File: src/rtl/i2c_cmd_arbiter.sv
// Shares one I2C write controller among NUM_REQ requesters: arbitration, NACK retry, per-attempt watchdog.
// Define I2C_ARB_FIXED_PRIO_EN for fixed priority (lowest index wins) instead of round-robin.
//
// state   | meaning
// IDLE    | no transfer; grant the next requester and latch its word
// ARM     | GO high, waiting for a stale END from the previous transfer to clear
// RUN     | GO high, waiting for END; ACK captured when END arrives
// DROP    | GO low, waiting for END to clear
// EVAL    | finish on ACK, retry or give up on NACK
// DONE    | one-cycle done/err pulse to the grantee
// RECOVER | after a timeout: wait for END low or a second timeout window
module i2c_cmd_arbiter #(
  parameter int NUM_REQ     = 2,
  parameter int MAX_RETRY   = 3,
  parameter int TIMEOUT_CYC = 2000000,
  parameter int SYNC_STAGES = 2
) (
  input  logic                  iCLK,
  input  logic                  iRST_N,
  input  logic [NUM_REQ-1:0]    req_i,
  input  logic [24*NUM_REQ-1:0] data_i,
  output logic [NUM_REQ-1:0]    done_o,
  output logic [NUM_REQ-1:0]    err_o,
  output logic                  busy_o,
  output logic [23:0]           i2c_data_o,
  output logic                  i2c_go_o,
  input  logic                  i2c_end_i,
  input  logic                  i2c_ack_i
);

  localparam int          PTR_W    = (NUM_REQ > 2) ? 2 : 1;
  localparam logic [31:0] TMO_LAST = 32'(TIMEOUT_CYC - 1);

  typedef enum logic [2:0] {
    S_IDLE, S_ARM, S_RUN, S_DROP, S_EVAL, S_DONE, S_RECOVER
  } state_t;

  state_t                 state;
  logic [PTR_W-1:0]       grant;
  logic [PTR_W-1:0]       sel;
  logic [2:0]             retry_cnt;
  logic [31:0]            tmr;
  logic                   ack_cap;
  logic [SYNC_STAGES-1:0] end_sync;
  logic [SYNC_STAGES-1:0] ack_sync;
  logic                   end_s;
  logic                   ack_s;
  logic                   any_req;

  // END and ACK come from the controller's slow clock domain
  always_ff @(posedge iCLK or negedge iRST_N) begin
    if (!iRST_N) begin
      end_sync <= '0;
      ack_sync <= '0;
    end else begin
      end_sync <= {end_sync[SYNC_STAGES-2:0], i2c_end_i};
      ack_sync <= {ack_sync[SYNC_STAGES-2:0], i2c_ack_i};
    end
  end

  assign end_s   = end_sync[SYNC_STAGES-1];
  assign ack_s   = ack_sync[SYNC_STAGES-1];
  assign any_req = |req_i;

`ifdef I2C_ARB_FIXED_PRIO_EN
  always_comb begin
    sel = '0;
    for (int i = NUM_REQ - 1; i >= 0; i--) begin
      if (req_i[i]) sel = PTR_W'(i);
    end
  end
`else
  logic [PTR_W-1:0] rr_ptr;
  logic [PTR_W-1:0] idx;
  logic             found;

  always_comb begin
    sel   = '0;
    idx   = '0;
    found = 1'b0;
    for (int i = 0; i < NUM_REQ; i++) begin
      idx = PTR_W'((32'(rr_ptr) + 32'(i)) % 32'(NUM_REQ));
      if (!found && req_i[idx]) begin
        sel   = idx;
        found = 1'b1;
      end
    end
  end

  always_ff @(posedge iCLK or negedge iRST_N) begin
    if (!iRST_N)
      rr_ptr <= '0;
    else if (state == S_IDLE && any_req)
      rr_ptr <= (32'(sel) == 32'(NUM_REQ - 1)) ? '0 : sel + 1'b1;
  end
`endif

  always_ff @(posedge iCLK or negedge iRST_N) begin
    if (!iRST_N) begin
      state      <= S_IDLE;
      grant      <= '0;
      retry_cnt  <= '0;
      tmr        <= '0;
      ack_cap    <= 1'b0;
      done_o     <= '0;
      err_o      <= '0;
      busy_o     <= 1'b0;
      i2c_go_o   <= 1'b0;
      i2c_data_o <= '0;
    end else begin
      done_o <= '0;
      err_o  <= '0;
      case (state)
        S_IDLE: begin
          if (any_req) begin
            grant      <= sel;
            i2c_data_o <= data_i[24*sel +: 24];
            retry_cnt  <= '0;
            tmr        <= '0;
            busy_o     <= 1'b1;
            i2c_go_o   <= 1'b1;
            state      <= S_ARM;
          end
        end
        S_ARM, S_RUN, S_DROP: begin
          tmr <= tmr + 32'd1;
          if (tmr == TMO_LAST) begin
            i2c_go_o <= 1'b0;
            tmr      <= '0;
            state    <= S_RECOVER;
          end else if (state == S_ARM) begin
            if (!end_s) state <= S_RUN;
          end else if (state == S_RUN) begin
            if (end_s) begin
              ack_cap  <= ack_s;
              i2c_go_o <= 1'b0;
              state    <= S_DROP;
            end
          end else if (!end_s) begin
            state <= S_EVAL;
          end
        end
        S_EVAL: begin
          if (!ack_cap) begin
            done_o[grant] <= 1'b1;
            busy_o        <= 1'b0;
            state         <= S_DONE;
          end else if (32'(retry_cnt) < 32'(MAX_RETRY)) begin
            retry_cnt <= retry_cnt + 3'd1;
            tmr       <= '0;
            i2c_go_o  <= 1'b1;
            state     <= S_ARM;
          end else begin
            done_o[grant] <= 1'b1;
            err_o[grant]  <= 1'b1;
            busy_o        <= 1'b0;
            state         <= S_DONE;
          end
        end
        S_RECOVER: begin
          tmr <= tmr + 32'd1;
          if (!end_s || tmr == TMO_LAST) begin
            done_o[grant] <= 1'b1;
            err_o[grant]  <= 1'b1;
            busy_o        <= 1'b0;
            state         <= S_DONE;
          end
        end
        S_DONE:  state <= S_IDLE;
        default: state <= S_IDLE;
      endcase
    end
  end

endmodule
File: config.mk
export PLATFORM = sky130hd
export DESIGN_NAME = i2c_cmd_arbiter
export DESIGN_NICKNAME = d
export VERILOG_FILES = /design/src/rtl/i2c_cmd_arbiter.sv
export SDC_FILE = /design/constraint.sdc
export NUM_CORES = 1
export LEC_CHECK = 0
export BUFFER_PORTS_ARGS = -buffer_cell sky130_fd_sc_hd__buf_2
export CAP_MARGIN = 20
export CELL_PAD_IN_SITES_DETAIL_PLACEMENT = 0
export CELL_PAD_IN_SITES_GLOBAL_PLACEMENT = 1
export CORE_AREA = 3 3 145 77
export CTS_CLUSTER_DIAMETER = 200
export DETAILED_ROUTE_END_ITERATION = 6
export DIE_AREA = 0 0 148 80
export PLACE_DENSITY_LB_ADDON = 0.1
export SYNTH_ARGS = -nofsm -noshare
export SYNTH_HDL_FRONTEND = slang
export SYNTH_SLANG_ARGS = --single-unit
File: constraint.sdc
create_clock -name iCLK -period 5.5 [get_ports iCLK]
set_clock_uncertainty 0.2 [all_clocks]
set_input_delay 1.375 -clock iCLK [delete_from_list [all_inputs] [get_ports iCLK]]
set_output_delay 1.375 -clock iCLK [all_outputs]
set_load 0.01 [all_outputs]
-- After elaboration in Yosys (flattened, before gate mapping)
Cells that the tools add are included.
- register bits after elaboration: 75
- bits in latches: 0
- bits in writable memories: 0
- bits in read-only memories: 0
- bits of input ports: 54
- output and inout port bits: 30
- word-level logic and storage cells: 111
- memories: 0
- add/sub/neg operators: 4
- multipliers: 1
- div/mod/pow operators: 0
- $lt $le $gt $ge: 5
- equal/unequal tests: 17
- shift operators: 1
- muxes and demuxes: 48
- bitwise operators: 2
- reduce and logical (&&, ||, !) cells: 20
- operator list (operator ; number):
    $mux 32 ; 4
    $pmux 32 s4 ; 1
    $shiftx 48x7->24 ; 1
    $mux 3 ; 13
    $add 32x1->32 const B ; 1
    $eq 32x21->1 const B ; 1
    $mux 1 ; 19
    $ne 3x3->1 const B ; 4
    $pmux 3 s4 ; 1
    $reduce_and 4->1 ; 3
    $reduce_and 5->1 ; 2
    $mux 2 ; 4
    $ne 2x2->1 const B ; 4
    $ne 4x4->1 const B ; 2
    $pmux 2 s2 ; 2
    $reduce_and 7->1 ; 1
    $eq 3x2->1 const B ; 2
    $eq 3x3->1 const B ; 2
    $lt 1x2->1 const B ; 3
    $pmux 1 s3 ; 2
    $pmux 3 s2 ; 1
    $reduce_bool 3->1 ; 2
    $ne 5x5->1 const B ; 1
    $reduce_bool 4->1 ; 1
    16 further kinds ; 21

-- Longest topological paths before layout
Gate-level depths: netlist of run 1.
- depth in word-level cells: 8
- gate-level depth with buffers: 8

-- Worst setup path before layout of run 1
No wires, ideal clock.
- path type: input to register
- start: input port req_i[0]
- end: register tmr[4]
- library setup time: 121 ps
- arrival time: 2404 ps
- required time: 5179 ps
- path slack: 2775 ps
- stages: 6
- path buffers: 1
- cell sequence: nor2_1 > and3_1 > a221o_1 > clkbuf_1 > o21ai_1 > a22o_1
- longest elaborated chain between the ends: 3
- RTL lines (what ; RTL line ; RTL):
    start, declared ; 20 ; input logic [NUM_REQ-1:0] req_i,
    $reduce_or 2->1 ; 63 ; assign any_req = |req_i;
    $ne 2x2->1 (no source line) ; - ;
    $reduce_and 4->1 (no source line) ; - ;
    end signal, assigned ; 126 ; tmr <= tmr + 32'd1;
    end signal, assigned ; 161 ; tmr <= tmr + 32'd1;
    end, declared ; 42 ; logic [31:0] tmr;
No other way between the ends.
A chain may end at the register's enable or synchronous reset.

-- Worst setup path after layout of run 1
- start: input port req_i[1]
- end: register i2c_data_o[2]
- longest elaborated chain between the ends: 8
- elaborated cells on any way between the ends: 13
- RTL lines (what ; RTL line ; RTL):
    $mux 1 (implied by the code) (2 in series) ; 83 ; if (!found && req_i[idx]) begin
    $mux 1 ; 83 ;
    $logic_not 1->1 ; 83 ;
    $logic_and 1x1->1 ; 83 ;
    $mux 1 ; 83 ;
    $mul 2x1->3 ; 117 ; i2c_data_o <= data_i[24*sel +: 24];
    $shiftx 48x7->24 ; 117 ;
    end signal, assigned ; 117 ;
    end, declared ; 25 ; output logic [23:0] i2c_data_o,
Several ways; a longest one is shown, not always the timed one. The select of a mux whose other input is x is not followed.

==> results of run 1 <==
[metal layers]
layer / track usage [%] / vias up
met5: 0 / -
met4: 3.963 / 0
met3: 6.523 / 10
met2: 29.74 / 90
met1: 25.54 / 1694
li1: - / 1763
[state kept, by name (all words and copies together) (netlist names)]
name        count
ack_sync        2
done_o          2
err_o           2
ack_cap         1
retry_cnt       3
busy_o          1
end_sync        2
rr_ptr          1
i2c_data_o     24
tmr            32
grant           1
state           3
i2c_go_o        1
[cell type report]
class	count	area, sq um	area share [%]
Clock buffer	10	229.0	4.710
Clock inverter	6	137.6	2.831
Inverter	9	33.78	0.6950
Multi-Input combinational cell	336	1933	39.77
Sequential cell	75	1877	38.61
Tap cell	140	175.2	3.604
Timing Repair Buffer	88	475.5	9.781
[worst register-to-register path: stages, from the launching register on]
cell and delay [ns]:
dfrtp_1 0.51, or2_1 0.35, or3_1 0.60, buf_4 0.36
nor2_4 0.52, nand2_1 0.13, o211ai_1 0.10
[cells in the mapped netlist (all sizes together) (9+ instances only)]
master	number	area [sq um]
dfrtp	75	1877
nand4	12	81.33
nor2	22	90.09
nand3	37	190.2
nand2	120	450.4
o21ai	21	108.9
inv	9	33.78
or3	9	56.30
buf	12	78.82
o211ai	33	247.7
a21oi	11	55.05
clkbuf	13	48.80
[final timing paths]
check                      cells past startpoint  slack [ns]             startpoint                        end
min                                            0        0.15  ack_sync[0]$_DFF_PN0_      ack_sync[1]$_DFF_PN0_
min in group asynchronous                      1        0.70                 iRST_N        tmr[16]$_DFFE_PN0P_
max                                            7        2.31               req_i[1]  i2c_data_o[2]$_DFFE_PN0P_
min reg2reg                                    0        0.15  ack_sync[0]$_DFF_PN0_      ack_sync[1]$_DFF_PN0_
max in group asynchronous                      2        3.83                 iRST_N         tmr[2]$_DFFE_PN0P_
max reg2reg                                    6        2.65   state[1]$_DFFE_PN0P_  i2c_data_o[2]$_DFFE_PN0P_
[per-stage QoR]
stage	cell area, sq um	power [mW]	hold WS, ns
floorplan	3956	1.384	0.1312
global placement	4467	1.664	0.1367
detailed placement	4467	1.658	0.1403
CTS	4833	2.396	0.1538
global route	4861	2.549	0.1563
finish	4861	2.367	0.1502
[cell families after synthesis]
| family | share of synthesized area [%] |
|---|---|
| AO/OA/AOI/OAI | 17.20 |
| AND/OR/NAND/NOR | 29.19 |
| flip-flops | 47.44 |
| buffers and inverters | 4.080 |
| XOR/XNOR | 0.6643 |
| adder cells (fa/ha/maj) | 0.6324 |
| multiplexers | 0.7906 |
[power groups by stage]
stage	sequential (mW)	combinational [mW]	clock, mW
after detailed placement	0.837	0.821	0
final	0.832	0.812	0.723
after CTS	0.833	0.821	0.742
after global placement	0.843	0.820	0
after global routing	0.859	0.923	0.767
after floorplan	0.835	0.548	0
==> metrics.cfg, run 1 <==
[power_and_ir_drop]
combPwrFrac_pct=34.3
p_sw_uw=877.1
peakVddDrop_mv=0.1936
internal_power_mw=1.490
switching_share_pct=37.05
sequentialPowerShare_pct=35.1
p_leak_nw=2.153
powerDensity_nw_per_um2=486.9
p_clk_share_pct=30.6

[timing]
rsz0062_at_grt=no
finalCriticalPeriod_ns=3.189
slew_viol_final=0
hold_violations=0
setup_slack_ns=2.311
tightest_slew_ns=0.8515
fin_crit_sh_pct=57.99
fmax_ghz=0.3135
setup_viol=0
maxSlewHeadroom_pct=42.73
setup-tns-final_ns=0

[synthesis]
yosysSeqAreaShare_pct=47.44
synth-async-reset-ratio_pct=100.0
synthesis.area_sq_um=3956
synth-seq-cells=75
avgSynthCellArea_sq_um=8.891
ys.flop_type=dfrtp_1
synth_edf_count=0
synth_nets=501
postSynthCellCount=445
synth_cell_types=54
yosys_warnings=0

[worst_setup_path]
path_cells=buf_2 > nor2_1 > or3_1 > buf_4 > nor2_4 > nand2_1 > o211ai_1
required_ns=5.55
path_class=input port to register
crit_path_max_fanout=36
crit_buf_inv=2
critical_path.max_stage_delay_ns=0.56
cp_top_family=simple AND/OR/NAND/NOR gates
crit_slowest_cell=or3_1
crit_path_start_kind=input port
arrival_ns=3.24
critPathCaptureType=register

[clock_tree]
cts_max_level=3
cts.clk_slew.worst_paths_ns=0.06
clockBufferDepth=2
ctsResizeCount=0
cts-root-buf=clkbuf_16
tritoncts=yes
cts_setup_buffers=0
cts_hold_buf=0
cts_buffers=9
clock-sinks=75
worstSkewPairLatency_ns=0.33

[outcome]
outcome=finished clean

[cells_and_area]
fin_nets=575
drive_above_1_share_pct=22.90
n_antenna_cell=0
layout.cells.non_filler=664
layout.cells.most_common=nand2_1
nFillCells=1006
syn_to_final_growth_pct=22.87
final_cell_mix=nand2_1 (120), buf_2 (82), dfrtp_1 (75), nand3_1 (36), o211ai_1 (33)
fin_util_pct=48.51

[routing]
drt-pass1-iter-count=4
avgViaCountPerCell=5.357
vias=3557
ant_nets=0
top_layer_used=met4
met2_length_um=4560
met1_length_um=5040
met3_length_um=659
route.detailed.drc=0
wl_per_cell_um=15.57
drtIter0Drc=247
drt_wl_total_um=10340

[place]
portBuffers=83
dp_hpwl_um=7031
routabilityCongestion=0.8482
dp.cells=647
dpl_worst_slack_ns=1.955

[die]
die_area_sq_um=11840
initial_utilization_pct=39.49
pin_count=84
row_count=26
coreArea_sq_um=10020
die_height_um=80
die_w_um=148

[global_routing]
grt.overflow.total=0
antenna_found_initial=0
grt_pass1_vias=3570
grt_max_degree=76
grt_first_pass_wirelength_um=17870
grt_use_total_pct=18.94

[worst_hold_path]
hold_path.class=register to register

[flow_run]
max_cap_violations=0

Note: power is estimated with default switching activity, not from simulation.
==> run 2, diff against run 1 <==
==> constraint.sdc (replaced) <==
create_clock -name iCLK -period 3.1 [get_ports iCLK]
set_clock_uncertainty 0.2 [all_clocks]
set_input_delay 0.775 -clock iCLK [delete_from_list [all_inputs] [get_ports iCLK]]
set_output_delay 0.775 -clock iCLK [all_outputs]
set_load 0.01 [all_outputs]
==> run 2 against run 1 <==
Setup slack got worse by 1.7 ns. Highest routed layer unchanged. Critical endpoint is now tmr[20]$_DFFE_PN0P_. Non-clock buffer count increased by 2. Core utilization decreased by 0.30 points.
==> metrics.cfg, run 2 (synthesis gave the netlist of run 1 again) <==
[outcome]
outcome=finished clean

[global_routing]
grt_use_total_pct=18.59  ; -0.35 points
grt_first_pass_wirelength_um=17480  ; -2.2%
grt.overflow.total=0  ; unchanged
antenna_found_initial=0  ; unchanged
grt_pass1_vias=3352  ; -6.1%
grt_max_degree=51  ; -33%

[clock_tree]
clockBufferDepth=2  ; unchanged
cts_hold_buf=0  ; unchanged
cts_buffers=9  ; unchanged
tritoncts=yes
cts-root-buf=clkbuf_16
cts.clk_slew.worst_paths_ns=0.06  ; about the same
worstSkewPairLatency_ns=0.34  ; about the same
cts_setup_buffers=0  ; unchanged
cts_max_level=3  ; unchanged
ctsResizeCount=0  ; unchanged
clock-sinks=75  ; unchanged

[timing]
tightest_slew_ns=0.6027  ; -0.2488 ns
finalCriticalPeriod_ns=2.510
setup-tns-final_ns=0  ; unchanged
rsz0062_at_grt=no
maxSlewHeadroom_pct=59.51  ; +17 points
slew_viol_final=0  ; unchanged
setup_viol=0  ; unchanged
fin_crit_sh_pct=80.98
fmax_ghz=0.3984
hold_violations=0  ; unchanged
setup_slack_ns=0.5897  ; -1.721 ns

[die]
die_height_um=80  ; unchanged
initial_utilization_pct=39.49  ; unchanged
die_w_um=148  ; unchanged
pin_count=84  ; unchanged
die_area_sq_um=11840  ; unchanged
coreArea_sq_um=10020  ; unchanged
row_count=26  ; unchanged

[routing]
wl_per_cell_um=15.41  ; -1.0%
vias=3446  ; -3.1%
drtIter0Drc=150  ; -39%
route.detailed.drc=0  ; unchanged
drt-pass1-iter-count=5  ; +1
drt_wl_total_um=10250  ; -0.90%
ant_nets=0  ; unchanged
avgViaCountPerCell=5.182  ; -3.3%

[worst_setup_path]
path_class=register to register
crit_path_start_kind=register
critPathCaptureType=register
crit_path_max_fanout=25  ; -31%
required_ns=3.12  ; -2.43 ns
arrival_ns=2.53  ; -0.71 ns

[power_and_ir_drop]
power_mw=4.061  ; +72%
powerDensity_nw_per_um2=840.6  ; +73%
p_leak_nw=2.141  ; -0.54%
peakVddDrop_mv=0.3312  ; +71%

[place]
dpl_worst_slack_ns=0.6117  ; -1.343 ns
routabilityCongestion=0.8051  ; -5.1%
dp_hpwl_um=7040  ; +0.12%
portBuffers=83  ; unchanged

[cells_and_area]
final_cell_mix=nand2_1 (120), buf_2 (82), dfrtp_1 (75), nand3_1 (36), o211ai_1 (33)
n_antenna_cell=0  ; unchanged
nFillCells=1016  ; +0.99%
largest_reg_flops=32  ; unchanged
largestRegisters=tmr x32, i2c_data_o x24
syn_to_final_growth_pct=22.11
regMostFlops=tmr
fin_nets=577  ; +0.35%
final-seq-area_sq_um=1877  ; unchanged
drive_above_1_share_pct=23.24  ; +0.34 points
layout.cells.most_common=nand2_1
multi_input_area_sq_um=1933  ; unchanged

[flow_run]
max_cap_violations=0  ; unchanged

[worst_hold_path]
hold_path.class=register to register

run 2: cell types whose count changed in the layout (fill, tap and decap cells not counted), sizes merged:
cell | before | now
bufinv | 4 | 2
clkinvlp | 0 | 1
buf | 88 | 90
run 2: report_power, final:
part | total [mW] | switching, mW | internal, mW
Sequential | 1.47 | 0.227 | 1.24
Clock | 1.12 | 0.400 | 0.719
Combinational | 1.47 | 0.908 | 0.563
Total | 4.06 | 1.54 | 2.53
run 2: path summary, 6_finish.rpt:
path                       slack [ns]  depth (start not counted)                   from                        end
hold reg to reg                  0.15                          0  ack_sync[0]$_DFF_PN0_      ack_sync[1]$_DFF_PN0_
setup reg to reg                 0.59                          6     tmr[0]$_DFFE_PN0P_        tmr[20]$_DFFE_PN0P_
min in group asynchronous        0.22                          1                 iRST_N         tmr[9]$_DFFE_PN0P_
max in group asynchronous        1.88                          2                 iRST_N  i2c_data_o[8]$_DFFE_PN0P_
setup / recovery                 0.59                          6     tmr[0]$_DFFE_PN0P_        tmr[20]$_DFFE_PN0P_
hold / removal                   0.15                          0  ack_sync[0]$_DFF_PN0_      ack_sync[1]$_DFF_PN0_
run 2: final cells by class:
class	count	area share, %
Clock inverter	5	1.606
Timing Repair Buffer	90	10.26
Inverter	9	0.6993
Multi-Input combinational cell	336	40.02
Clock buffer	10	4.947
Sequential cell	75	38.85
Tap cell	140	3.626
run 2: layer usage:
layer | up-vias | part of all wire (%) | track usage, %
met5 | - | 0 | 0
met4 | 0 | 0.63 | 4.516
met3 | 4 | 6.2 | 6.863
met2 | 82 | 44 | 28.15
met1 | 1605 | 49 | 25.34
li1 | 1755 | - | -
run 2: critical path: stages, from the launching register on:
cell,delay (ns)
dfrtp_1,0.40
ha_1,0.27
and4_1,0.30
nand3_2,0.18
o41a_4,0.66
a21o_1,0.21
a22o_1,0.17
run 2: through the flow:
step | utilization, % | instances | hold slack, ns | area, sq um
5_1_grt | 48.21 | 665 | 0.1602 | 4831
2_1_floorplan | - | 445 | 0.1312 | 3956
3_5_place_dp | 45.05 | 650 | 0.1464 | 4514
6_report | 48.21 | 665 | 0.1530 | 4831
4_1_cts | 48.21 | 665 | 0.1591 | 4831
3_3_place_gp | 45.05 | 650 | 0.1347 | 4514
==> run 3, diff against run 2 <==
==> constraint.sdc (replaced) <==
create_clock -name iCLK -period 2.5 [get_ports iCLK]
set_clock_uncertainty 0.2 [all_clocks]
set_input_delay 0.625 -clock iCLK [delete_from_list [all_inputs] [get_ports iCLK]]
set_output_delay 0.625 -clock iCLK [all_outputs]
set_load 0.01 [all_outputs]
==> run 3 against run 2 <==
Core utilization rose by 2.2 points. Fmax rose by 6.1%. Critical path depth fell by 1. First-iteration DRC count rose by 11%. Via count rose by 5.3%. Global-route usage rose by 0.49 points. Register-to-register slack got worse by 0.46 ns.
==> metrics.cfg, run 3 (synthesis gave the netlist of run 1 again) <==
[clock_tree]
cts_max_level=3  ; unchanged
cts.clk_slew.worst_paths_ns=0.06  ; about the same
cts_buffers=9  ; unchanged
clock-sinks=75  ; unchanged
cts_hold_buf=0  ; unchanged
worstSkewPairLatency_ns=0.33  ; about the same
tritoncts=yes
clockBufferDepth=2  ; unchanged
cts_setup_buffers=0  ; unchanged
cts-root-buf=clkbuf_16
ctsResizeCount=0  ; unchanged

[routing]
vias=3630  ; +5.3%
ant_nets=0  ; unchanged
wl_per_cell_um=15.37  ; -0.25%
drt-pass1-iter-count=4  ; -1
avgViaCountPerCell=5.246  ; +1.2%
drtIter0Drc=167  ; +11%
route.detailed.drc=0  ; unchanged
drt_wl_total_um=10640  ; +3.8%

[global_routing]
globalRouteMet2Util_pct=28.69  ; +0.55 points
antenna_found_initial=0  ; unchanged
met1_usage_pct=26.41  ; +1.1 points
top_usage_layer=met2
grt_pass1_vias=3559  ; +6.2%
met3_usage_pct=6.636  ; -0.23 points
grt_first_pass_wirelength_um=18060  ; +3.3%
grt_max_degree=42  ; -18%
grt.overflow.total=0  ; unchanged
grt_use_total_pct=19.08  ; +0.49 points

[cells_and_area]
syn_to_final_growth_pct=27.64
layout.cells.non_filler=692  ; +4.1%
n_antenna_cell=0  ; unchanged
layout.cells.most_common=nand2_1
fin_nets=603  ; +4.5%
final-seq-area_sq_um=1877  ; unchanged
drive_above_1_share_pct=27.17  ; +3.9 points
largest_reg_flops=32  ; unchanged
regMostFlops=tmr
final_cell_mix=nand2_1 (120), buf_2 (82), dfrtp_1 (75), nand3_1 (36), o211ai_1 (33)
largestRegisters=tmr x32, i2c_data_o x24
nFillCells=994  ; -2.2%
multi_input_area_sq_um=1944  ; +0.58%

[worst_setup_path]
path_cells=nor4_2 > nand3_1 > o41a_4 > a21o_1 > a22o_1
crit_slowest_cell=o41a_4
r2r-start=tmr[25]$_DFFE_PN0P_
rrSetupSlack_ns=0.13  ; -0.46 ns
required_ns=2.52  ; -0.60 ns
critical_path.max_stage_delay_ns=0.66  ; about the same
path_class=register to register
r2r-end=tmr[20]$_DFFE_PN0P_
arrival_ns=2.38  ; -0.15 ns
reg2reg_depth=5  ; -1
crit_path_max_fanout=25  ; unchanged
crit_path_start_kind=register
critPathCaptureType=register

[timing]
setup_slack_ns=0.1343  ; -0.4554 ns
tightest_slew_ns=0.4824  ; -0.1203 ns
setup_viol=0  ; unchanged
setup-tns-final_ns=0  ; unchanged
finalCriticalPeriod_ns=2.366  ; -0.1446 ns
fin_crit_sh_pct=94.63  ; +14 points
rsz0062_at_grt=no
slew_viol_final=0  ; unchanged
fmax_ghz=0.4227  ; +6.1%
hold-worst-slack_ns=0.04495  ; -0.1081 ns
hold_violations=0  ; unchanged
maxSlewHeadroom_pct=67.84  ; +8.3 points

[place]
routabilityCongestion=0.7832  ; -2.7%
dp_hpwl_um=7459  ; +6.0%
portBuffers=83  ; unchanged
dpl_worst_slack_ns=0.08978  ; -0.5219 ns
dp.cells=676  ; +4.0%

[die]
row_count=26  ; unchanged
die_height_um=80  ; unchanged
pin_count=84  ; unchanged
coreArea_sq_um=10020  ; unchanged
die_area_sq_um=11840  ; unchanged
initial_utilization_pct=39.49  ; unchanged
die_w_um=148  ; unchanged

[power_and_ir_drop]
powerDensity_nw_per_um2=1027  ; +22%
peakVddDrop_mv=0.5598  ; +69%
p_leak_nw=2.278  ; +6.4%
power_mw=5.186  ; +28%

[worst_hold_path]
hold_path.class=input port to asynchronous set/reset pin

[flow_run]
max_cap_violations=0  ; unchanged

[outcome]
outcome=finished clean

==> run 3: changes by cell type in the layout (fill, tap and decap cells not counted), sizes merged <==
| cell | delta |
|---|---|
| clkinv | -1 |
| buf | +26 |
| clkbuf | +2 |
==> run 3: cell type report <==
class                   count  area share, %
repair buffers            116          13.68
multi-input cells         336          38.50
well taps                 140          3.469
clock inverters             4          1.437
clock buffers              12          5.079
inverters                   9         0.6690
flip-flops and latches     75          37.17
==> run 3: stage by stage <==
stage          area, sq um  utilization, %
2_1_floorplan         3956               -
3_5_place_dp          4710           47.00
5_1_grt               5050           50.40
6_report              5050           50.40
4_1_cts               5039           50.29
3_3_place_gp          4710           47.00
==> run 3: worst max-delay path by stage <==
stage                              start             endpoint  slack [ns]  depth (start not counted)
floorplan             tmr[0]$_DFFE_PN0P_   tmr[1]$_DFFE_PN0P_        0.30                          6
global placement      tmr[0]$_DFFE_PN0P_  tmr[20]$_DFFE_PN0P_        0.13                          6
detailed placement    tmr[0]$_DFFE_PN0P_  tmr[20]$_DFFE_PN0P_        0.09                          6
CTS                   tmr[0]$_DFFE_PN0P_  tmr[20]$_DFFE_PN0P_        0.07                          6
global route        state[0]$_DFFE_PN0P_  tmr[13]$_DFFE_PN0P_        0.03                          6
finish               tmr[25]$_DFFE_PN0P_  tmr[20]$_DFFE_PN0P_        0.13                          5
==> run 3: metal layers <==
layer,vias to the layer above,routed length (um),share of wire (%)
li1,1805,-,-
met1,1732,5158,48
met2,85,4608,43
met3,8,787,7.4
met4,0,82,0.77
met5,-,0,0
==> run 3: worst max-delay path, delay by kind of cell, from the launching register on <==
family	cells	cell delay, ns
DFF	1	0.43
and+or+nand+nor	2	0.58
AOI/OAI and AO/OA	3	1.04
==> run 3: power breakdown <==
group / switching, mW / leakage, nW / internal, mW / total [mW]
Sequential: 0.260 / 0.978 / 1.54 / 1.80
Clock: 0.505 / 0.159 / 0.927 / 1.43
Combinational: 1.19 / 1.14 / 0.764 / 1.95
